$ cat src/rtl/fc_layer_seq.sv
// fc_layer_seq: sequential fully-connected classifier layer.
// Consumes a 2x5x5 pooled map and produces NOUT signed fixed-point neurons.
// The layer uses one multiply-accumulate per cycle.
// Weights and biases come from an external synchronous ROM with a read latency of one cycle.
// Optional feature macro: FC_RELU_EN clamps negative results to zero.
// Without the macro, saturated results are presented as-is.
module fc_layer_seq #(
    parameter int bitwidth = 16,
    parameter int NOUT     = 10,
    parameter int FRAC     = 8,
    parameter int ACCW     = 40
) (
    input  logic                                     clk,
    input  logic                                     rst_n,
    input  logic                                     in_valid,
    output logic                                     in_ready,
    input  logic signed [1:0][4:0][4:0][bitwidth-1:0] featuremap_maxpooled,
    output logic                                     w_rd,
    output logic [$clog2(51*NOUT)-1:0]               w_addr,
    input  logic signed [bitwidth-1:0]               w_data,
    output logic                                     out_valid,
    input  logic                                     out_ready,
    output logic signed [NOUT-1:0][bitwidth-1:0]     fc_out
);

    localparam int AW = $clog2(51*NOUT);
    localparam int NW = (NOUT > 1) ? $clog2(NOUT) : 1;
    localparam logic [NW-1:0] N_LAST    = NW'(NOUT-1);
    localparam logic [AW-1:0] BIAS_BASE = AW'(32'd50 * NOUT);
    localparam logic [AW-1:0] ROW_LEN   = AW'(32'd50);
    localparam logic signed [ACCW-1:0] SAT_MAX = {{(ACCW-bitwidth+1){1'b0}}, {(bitwidth-1){1'b1}}};
    localparam logic signed [ACCW-1:0] SAT_MIN = {{(ACCW-bitwidth+1){1'b1}}, {(bitwidth-1){1'b0}}};

    typedef enum logic [2:0] {
        S_IDLE  = 3'd0,
        S_MAC   = 3'd1,
        S_BIAS  = 3'd2,
        S_DRAIN = 3'd3,
        S_DONE  = 3'd4
    } state_t;

    state_t                     r_state;
    state_t                     w_nxt_state;
    logic [NW-1:0]              r_n;
    logic [NW-1:0]              w_nxt_n;
    logic [5:0]                 r_k;
    logic [5:0]                 w_nxt_k;

    logic                       r_in_ready;
    logic                       r_out_valid;
    logic                       r_w_rd;
    logic [AW-1:0]              r_w_addr;
    logic                       w_nxt_in_ready;
    logic                       w_nxt_out_valid;
    logic                       w_nxt_w_rd;
    logic [AW-1:0]              w_nxt_w_addr;

    logic signed [bitwidth-1:0] r_x [0:49];
    logic                       r_dat_wt;   // w_data currently holds a weight
    logic [5:0]                 r_dat_k;    // input index belonging to that weight
    logic signed [ACCW-1:0]     r_acc;
    logic signed [NOUT-1:0][bitwidth-1:0] r_fc;

    logic signed [bitwidth-1:0]   w_x_sel;
    logic signed [2*bitwidth-1:0] w_prod;
    logic signed [ACCW-1:0]       w_prod_ext;
    logic signed [ACCW-1:0]       w_bias_ext;
    logic signed [ACCW-1:0]       w_sum;
    logic signed [ACCW-1:0]       w_shr;
    logic signed [bitwidth-1:0]   w_clip;
    logic signed [bitwidth-1:0]   w_res;

    logic                         w_accept;

    assign w_accept  = in_valid && r_in_ready;

    assign in_ready  = r_in_ready;
    assign out_valid = r_out_valid;
    assign w_rd      = r_w_rd;
    assign w_addr    = r_w_addr;
    assign fc_out    = r_fc;

    // State and neuron/input counters register
    always_ff @(posedge clk) begin
        if (!rst_n) begin
            r_state <= S_IDLE;
            r_n     <= '0;
            r_k     <= 6'd0;
        end else begin
            r_state <= w_nxt_state;
            r_n     <= w_nxt_n;
            r_k     <= w_nxt_k;
        end
    end

    // Next-state and counter sequencing: 50 weight reads, one bias read, one drain per neuron
    always_comb begin
        w_nxt_state = r_state;
        w_nxt_n     = r_n;
        w_nxt_k     = r_k;
        case (r_state)
            S_IDLE: begin
                if (w_accept) begin
                    w_nxt_state = S_MAC;
                    w_nxt_n     = '0;
                    w_nxt_k     = 6'd0;
                end else begin
                    w_nxt_state = S_IDLE;
                end
            end
            S_MAC: begin
                if (r_k == 6'd49) begin
                    w_nxt_state = S_BIAS;
                end else begin
                    w_nxt_k = r_k + 6'd1;
                end
            end
            S_BIAS: begin
                w_nxt_state = S_DRAIN;
            end
            S_DRAIN: begin
                if (r_n == N_LAST) begin
                    w_nxt_state = S_DONE;
                end else begin
                    w_nxt_state = S_MAC;
                    w_nxt_n     = r_n + {{(NW-1){1'b0}}, 1'b1};
                    w_nxt_k     = 6'd0;
                end
            end
            S_DONE: begin
                if (out_ready) begin
                    w_nxt_state = S_IDLE;
                end else begin
                    w_nxt_state = S_DONE;
                end
            end
            default: begin
                w_nxt_state = S_IDLE;
            end
        endcase
    end

    // Output decode from the upcoming state so every port comes straight from a flop
    always_comb begin
        w_nxt_in_ready  = (w_nxt_state == S_IDLE);
        w_nxt_out_valid = (w_nxt_state == S_DONE);
        w_nxt_w_rd      = 1'b0;
        w_nxt_w_addr    = '0;
        case (w_nxt_state)
            S_MAC: begin
                w_nxt_w_rd   = 1'b1;
                w_nxt_w_addr = AW'(w_nxt_n) * ROW_LEN + AW'(w_nxt_k);
            end
            S_BIAS: begin
                w_nxt_w_rd   = 1'b1;
                w_nxt_w_addr = BIAS_BASE + AW'(w_nxt_n);
            end
            default: begin
                w_nxt_w_rd   = 1'b0;
                w_nxt_w_addr = '0;
            end
        endcase
    end

    // Output port registers
    always_ff @(posedge clk) begin
        if (!rst_n) begin
            r_in_ready  <= 1'b0;
            r_out_valid <= 1'b0;
            r_w_rd      <= 1'b0;
            r_w_addr    <= '0;
        end else begin
            r_in_ready  <= w_nxt_in_ready;
            r_out_valid <= w_nxt_out_valid;
            r_w_rd      <= w_nxt_w_rd;
            r_w_addr    <= w_nxt_w_addr;
        end
    end

    assign w_x_sel    = r_x[r_dat_k];
    assign w_prod     = w_x_sel * w_data;
    assign w_prod_ext = {{(ACCW-2*bitwidth){w_prod[2*bitwidth-1]}}, w_prod};
    assign w_bias_ext = {{(ACCW-bitwidth-FRAC){w_data[bitwidth-1]}}, w_data, {FRAC{1'b0}}};
    assign w_sum      = r_acc + w_bias_ext;
    assign w_shr      = w_sum >>> FRAC;

    // Rescale, saturate and optionally rectify the drained neuron value
    always_comb begin
        w_clip = w_shr[bitwidth-1:0];
        if (w_shr > SAT_MAX) begin
            w_clip = SAT_MAX[bitwidth-1:0];
        end else if (w_shr < SAT_MIN) begin
            w_clip = SAT_MIN[bitwidth-1:0];
        end else begin
            w_clip = w_shr[bitwidth-1:0];
        end
`ifdef FC_RELU_EN
        if (w_clip[bitwidth-1]) begin
            w_res = '0;
        end else begin
            w_res = w_clip;
        end
`else
        w_res = w_clip;
`endif
    end

    // Datapath: input latch, ROM-latency tracking, accumulator and result bank
    always_ff @(posedge clk) begin
        if (!rst_n) begin
            for (int k = 0; k < 50; k++) begin
                r_x[k] <= '0;
            end
            r_dat_wt <= 1'b0;
            r_dat_k  <= 6'd0;
            r_acc    <= '0;
            r_fc     <= '0;
        end else begin
            if (r_state == S_IDLE && w_accept) begin
                for (int c = 0; c < 2; c++) begin
                    for (int i = 0; i < 5; i++) begin
                        for (int j = 0; j < 5; j++) begin
                            r_x[c*25 + i*5 + j] <= featuremap_maxpooled[c][i][j];
                        end
                    end
                end
            end
            r_dat_wt <= (r_state == S_MAC);
            r_dat_k  <= r_k;
            if (r_dat_wt) begin
                if (r_dat_k == 6'd0) begin
                    r_acc <= w_prod_ext;
                end else begin
                    r_acc <= r_acc + w_prod_ext;
                end
            end
            if (r_state == S_DRAIN) begin
                r_fc[r_n] <= w_res;
            end
        end
    end

endmodule

$ cat config.mk
export PLATFORM = sky130hd
export DESIGN_NAME = fc_layer_seq
export DESIGN_NICKNAME = d
export VERILOG_FILES = /design/src/rtl/fc_layer_seq.sv
export SDC_FILE = /design/constraint.sdc
export NUM_CORES = 2
export LEC_CHECK = 0
export ABC_CLOCK_PERIOD_IN_PS = 23100
export CORE_AREA = 2 2 382 384
export DETAILED_ROUTE_END_ITERATION = 8
export DIE_AREA = 0 0 384 386
export PLACE_DENSITY = 0.74
export SLEW_MARGIN = 10
export SYNTH_ARGS = -nofsm -noshare
export SYNTH_HDL_FRONTEND = slang
export SYNTH_SLANG_ARGS = --single-unit
$ cat constraint.sdc
create_clock -name clk -period 23.1 [get_ports clk]
set_input_delay 3.465 -clock clk [delete_from_list [all_inputs] [get_ports clk]]
set_output_delay 3.465 -clock clk [all_outputs]
set_load 0.005 [all_outputs]
### After elaboration in Yosys (flattened, before gate mapping)

Memories as Yosys holds them, arrays and structs flattened. A register that Yosys moved wholly into a read port is not among the register bits.
Cells that the tools add are included.

* $add $sub $neg: 6
* multipliers: 2
* divide/modulo/power cells: 0
* magnitude comparators: 4
* eq/ne operators: 9
* shift-type cells: 0
* multiplexer cells: 75
* bitwise logic cells: 50
* reductions and logical operators: 7

Operators by type and width (count)
* $mux W16: 53
* $bwmux W160: 1
* $demux W16 S4: 1
* $or A1 B1 Y1: 50
* $add A40 B24 Y40: 1
* $add A40 B32 Y40: 1
* $mux W40: 1
* $gt A32 B16 Y1 const B: 1
* $lt A32 B16 Y1 const B: 1
* $mul A16 B16 Y32: 1
* $mux W6: 4
* $pmux W6 S3: 1
* $pmux W9 S2: 1
* $pmux W3 S5: 1
* $add A9 B6 Y9: 1
* $eq A3 B2 Y1 const B: 3
* $mux W3: 3
* $mul A4 B5 Y8 const B: 1
* $mux W4: 2
* $pmux W4 S2: 1
* $add A5 B5 Y6 const A: 1
* $add A6 B1 Y6 const B: 1
* $eq A3 B1 Y1 const B: 2
* $eq A3 B3 Y1 const B: 2
* other kinds (10): 18

* register bits after elaboration: 232
* bits in latches: 0
* RAM bits: 800
* memory bits (read-only): 0
* input bits: 820
* word-level logic and storage cells: 174
* memories: 1

Memory list
* r_x: depth 50, bits a word 16, rd ports 1, clocked after Yosys merged registers in 1, write ports 50, line 58 `logic signed [bitwidth-1:0] r_x [0:49];`

### Longest topological paths before layout

* depth after elaboration: 6
* mapped depth: 46
* gate-level depth less buffers: 41

### Least setup slack after synthesis

Ideal clock, no wire load.

* kind: in2reg
* from: input port in_valid
* to: memory r_x[0][0], enable pin
* library setup time: 1.318 ns
* arrival: 23.315 ns
* data required time: 21.782 ns
* path slack: -1.533 ns
* stages on the path: 4
* path buffers: 1
* path through: nand2_1 nor4_1 clkbuf_1 nand2b_1

RTL lines
* start, declared: line 15 `input logic in_valid,`
* end, declared: line 58

==> metrics.yaml <==
worst_setup_path:
  max_stage_delay_ps: 810
  slowest_stage: "buf_4"
  reg2reg_slack_ps: 9350
  path_class: "reg2reg"
  crit_arrival_ps: 14370
  critPathMaxFanout: 47
  cp_common_cell: "fa_1"
  worstRegToRegCells: 38
  required_ps: 23730
  reg2reg_from: "r_dat_k[0]"
  start_kind: "flip-flop"
  cp-end-kind: "flip-flop"
  worstReg2RegEnd: "r_acc[39]"
drt:
  wl_per_cell_um: 25.33
  drc: 0
  drt-total-wl_um: 196300
  drt_iter0_drc: 4299
  firstDrtPassIters: 6
  num_vias: 43180
  ant_nets: 0
  via_per_inst: 5.570
timing:
  maxSlewViolCount: 0
  max_freq_mhz: 72.75
  report.final.hold_viol_count: 0
  tns_ps: 0
  fin_crit_ps: 13750
  setup_ws_ps: 9354
  tightest_slew_ps: 1176
  fin_crit_sh: 0.5951
  fin_skew_ps: 71.14
  setup_viol: 0
  rsz0062_at_grt: "no"
  hold_ws_ps: 481.8
  max-slew-margin-rel: 0.2128
finish:
  final_area_um2: 74080
  multiInputGateArea_um2: 27430
  fin_nets: 6949
  final_cell_mix: "clkdlybuf4s50_1 (990), edfxtp_1 (800), and3_1 (556)"
  drive_above_1_share: 0.08490
  fill_cells: 12260
  layout_commonest_cell: "clkdlybuf4s50_1"
  regArea_um2: 28690
  areaGrowthSynthToFinish_pct: 26.33
die:
  placementRows: 140
  die_y_um: 386
  core_region_area_um2: 144500
  io_pins: 992
  initial_core_util: 0.4058
  dieArea_um2: 148200
  die_width_um: 384
clocking:
  ctsHoldBuffers: 0
  numClockSinks: 1032
  cts_setup_buffers: 0
  cts-buffers-inserted: 110
  cts_htree_levels: 3
  cts_tree: "built"
  clock_tree.root_cell: "clkbuf_16"
  path_clk_slew_ps: 60
  cts_resized: 0
  clk_latency_ps: 740
  clock_path_buffers: 3
synthesis:
  yosys_warnings: 0
  ys_types: 81
  synthFlopType: "edfxtp_1"
  synthArstFlopShare: 0
  synth_nets: 6124
  yosysSeqAreaShare: 0.4889
  ys_ff_latch: 1032
  postSynthCellCount: 4863
  synth_edf_count: 800
  syn_avg_cell_area_um2: 12.06
  syn_area_um2: 58640
grt:
  grt_max_degree: 266
  overflow: 0
  grt_pass1_wl_um: 280700
  grt_util_all_layers: 0.2580
  antenna_found_initial: 75
  first_global_vias: 42640
power_and_ir_drop:
  ir_worst_vdd_v: 0.0002972
  power_density_nw_per_um2: 134.2
  p_leak_nw: 29.64
min_path:
  hp-start: "fc_out[11]"
  holdPathStages: 2
  hp-class: "reg2reg"
  hold-path-endpoint: "fc_out[11]"
placed_design:
  gp_congestion: 0.9091
  port_buffers: 991
  place_hpwl_um: 147300
  post-place-ws_ps: 9326
  post_dp_cell_area_um2: 70160
status:
  status: "complete, no violations"
job:
  drv_cap: 0
[registers in the layout, indices dropped and copies added (netlist names)]
register	flops
r_x	800
w_rd	1
fc_out	160
r_dat_k	6
r_k	6
r_dat_wt	1
w_addr	9
r_n	4
in_ready	1
out_valid	1
r_state	3
r_acc	40
[per-layer routing]
layer | routed length, µm | part of all wire | global-route usage | vias up
met5 | 159 | 0.00081 | 0 | -
met4 | 7948 | 0.040 | 0.1124 | 26
met3 | 15150 | 0.077 | 0.05042 | 387
met2 | 95710 | 0.49 | 0.4229 | 1909
met1 | 77360 | 0.39 | 0.3326 | 21620
li1 | - | - | - | 19240
[worst max-delay path: cells and delay by family (launching register included)]
kind | cells | cell delay (ps)
and+or+nand+nor | 2 | 510
buffers and inverters | 8 | 2640
DFF | 1 | 670
AOI/OAI and AO/OA | 15 | 3180
adders and majority gates | 8 | 3910
xor gates and xnor gates | 1 | 200
muxes | 4 | 2360
[report_power, final]
group	internal (mW)	switching (mW)	leakage, nW	total, mW
sequential	2.14	0.0501	10.3	2.19
combinational	2.47	3.42	17.6	5.90
clock	1.07	0.784	1.81	1.85
total	5.68	4.26	29.6	9.94
[cell type report]
cell class | count | area share
timing repair buffer | 1047 | 0.1403
inverter | 335 | 0.01698
clock inverter | 60 | 0.01106
multi-input combinational | 3162 | 0.3703
antenna | 51 | 0.001723
clock buffer | 147 | 0.04000
sequential | 1032 | 0.3872
tap | 1917 | 0.03238
[stage by stage]
step / util / total power, mW / instances
final: 0.5126 / 9.940 / 7751
after CTS: 0.5117 / 9.883 / 7700
after detailed placement: 0.4855 / 8.009 / 7493
after global placement: 0.4855 / 7.870 / 7493
after global routing: 0.5124 / 10.71 / 7740
after floorplan: - / 6.746 / 4863
[cells in the mapped netlist (19+ instances only)]
| cell type | number | share of area |
|---|---|---|
| and3_1 | 556 | 0.059 |
| buf_2 | 31 | 0.0026 |
| a31oi_1 | 29 | 0.0031 |
| clkbuf_1 | 281 | 0.018 |
| o21ai_0 | 125 | 0.011 |
| fa_1 | 266 | 0.091 |
| nand2_1 | 206 | 0.013 |
| inv_1 | 333 | 0.021 |
| nand4_1 | 19 | 0.0020 |
| nor2b_1 | 40 | 0.0043 |
| dfxtp_1 | 232 | 0.079 |
| ha_1 | 175 | 0.037 |
| mux2i_1 | 79 | 0.013 |
| a211oi_1 | 155 | 0.020 |
| edfxtp_1 | 800 | 0.41 |
| o22ai_1 | 26 | 0.0028 |
| mux2_2 | 23 | 0.0044 |
| nor2_1 | 277 | 0.018 |
| a21o_1 | 43 | 0.0055 |
| a21oi_1 | 156 | 0.013 |
| xor2_1 | 32 | 0.0048 |
| nand3_1 | 45 | 0.0038 |
| mux4_2 | 190 | 0.073 |
| xnor2_1 | 72 | 0.011 |
| and2_1 | 403 | 0.043 |
| nand2b_1 | 34 | 0.0036 |
[cell families after synthesis]
group	after synthesis	synth area share
DFF	1032	0.4889
and+or+nand+nor	1634	0.1531
xor gates and xnor gates	104	0.01553
AOI/OAI and AO/OA	691	0.07923
muxes	292	0.09088
buffers and inverters	669	0.04425
adders and majority gates	441	0.1282
[how the worst max path moves through the flow]
stage                    start   endpoint  slack [ps]  cells after the start
floorplan             in_valid  r_x[0][0]        8050                      4
global placement    r_dat_k[0]  r_acc[39]        9490                     39
detailed placement  r_dat_k[0]  r_acc[39]        9330                     39
CTS                 r_dat_k[0]  r_acc[39]        9270                     39
global route        r_dat_k[0]  r_acc[39]        8540                     39
finish              r_dat_k[0]  r_acc[39]        9350                     38
No activity file was read; power rests on OpenSTA's default activity.
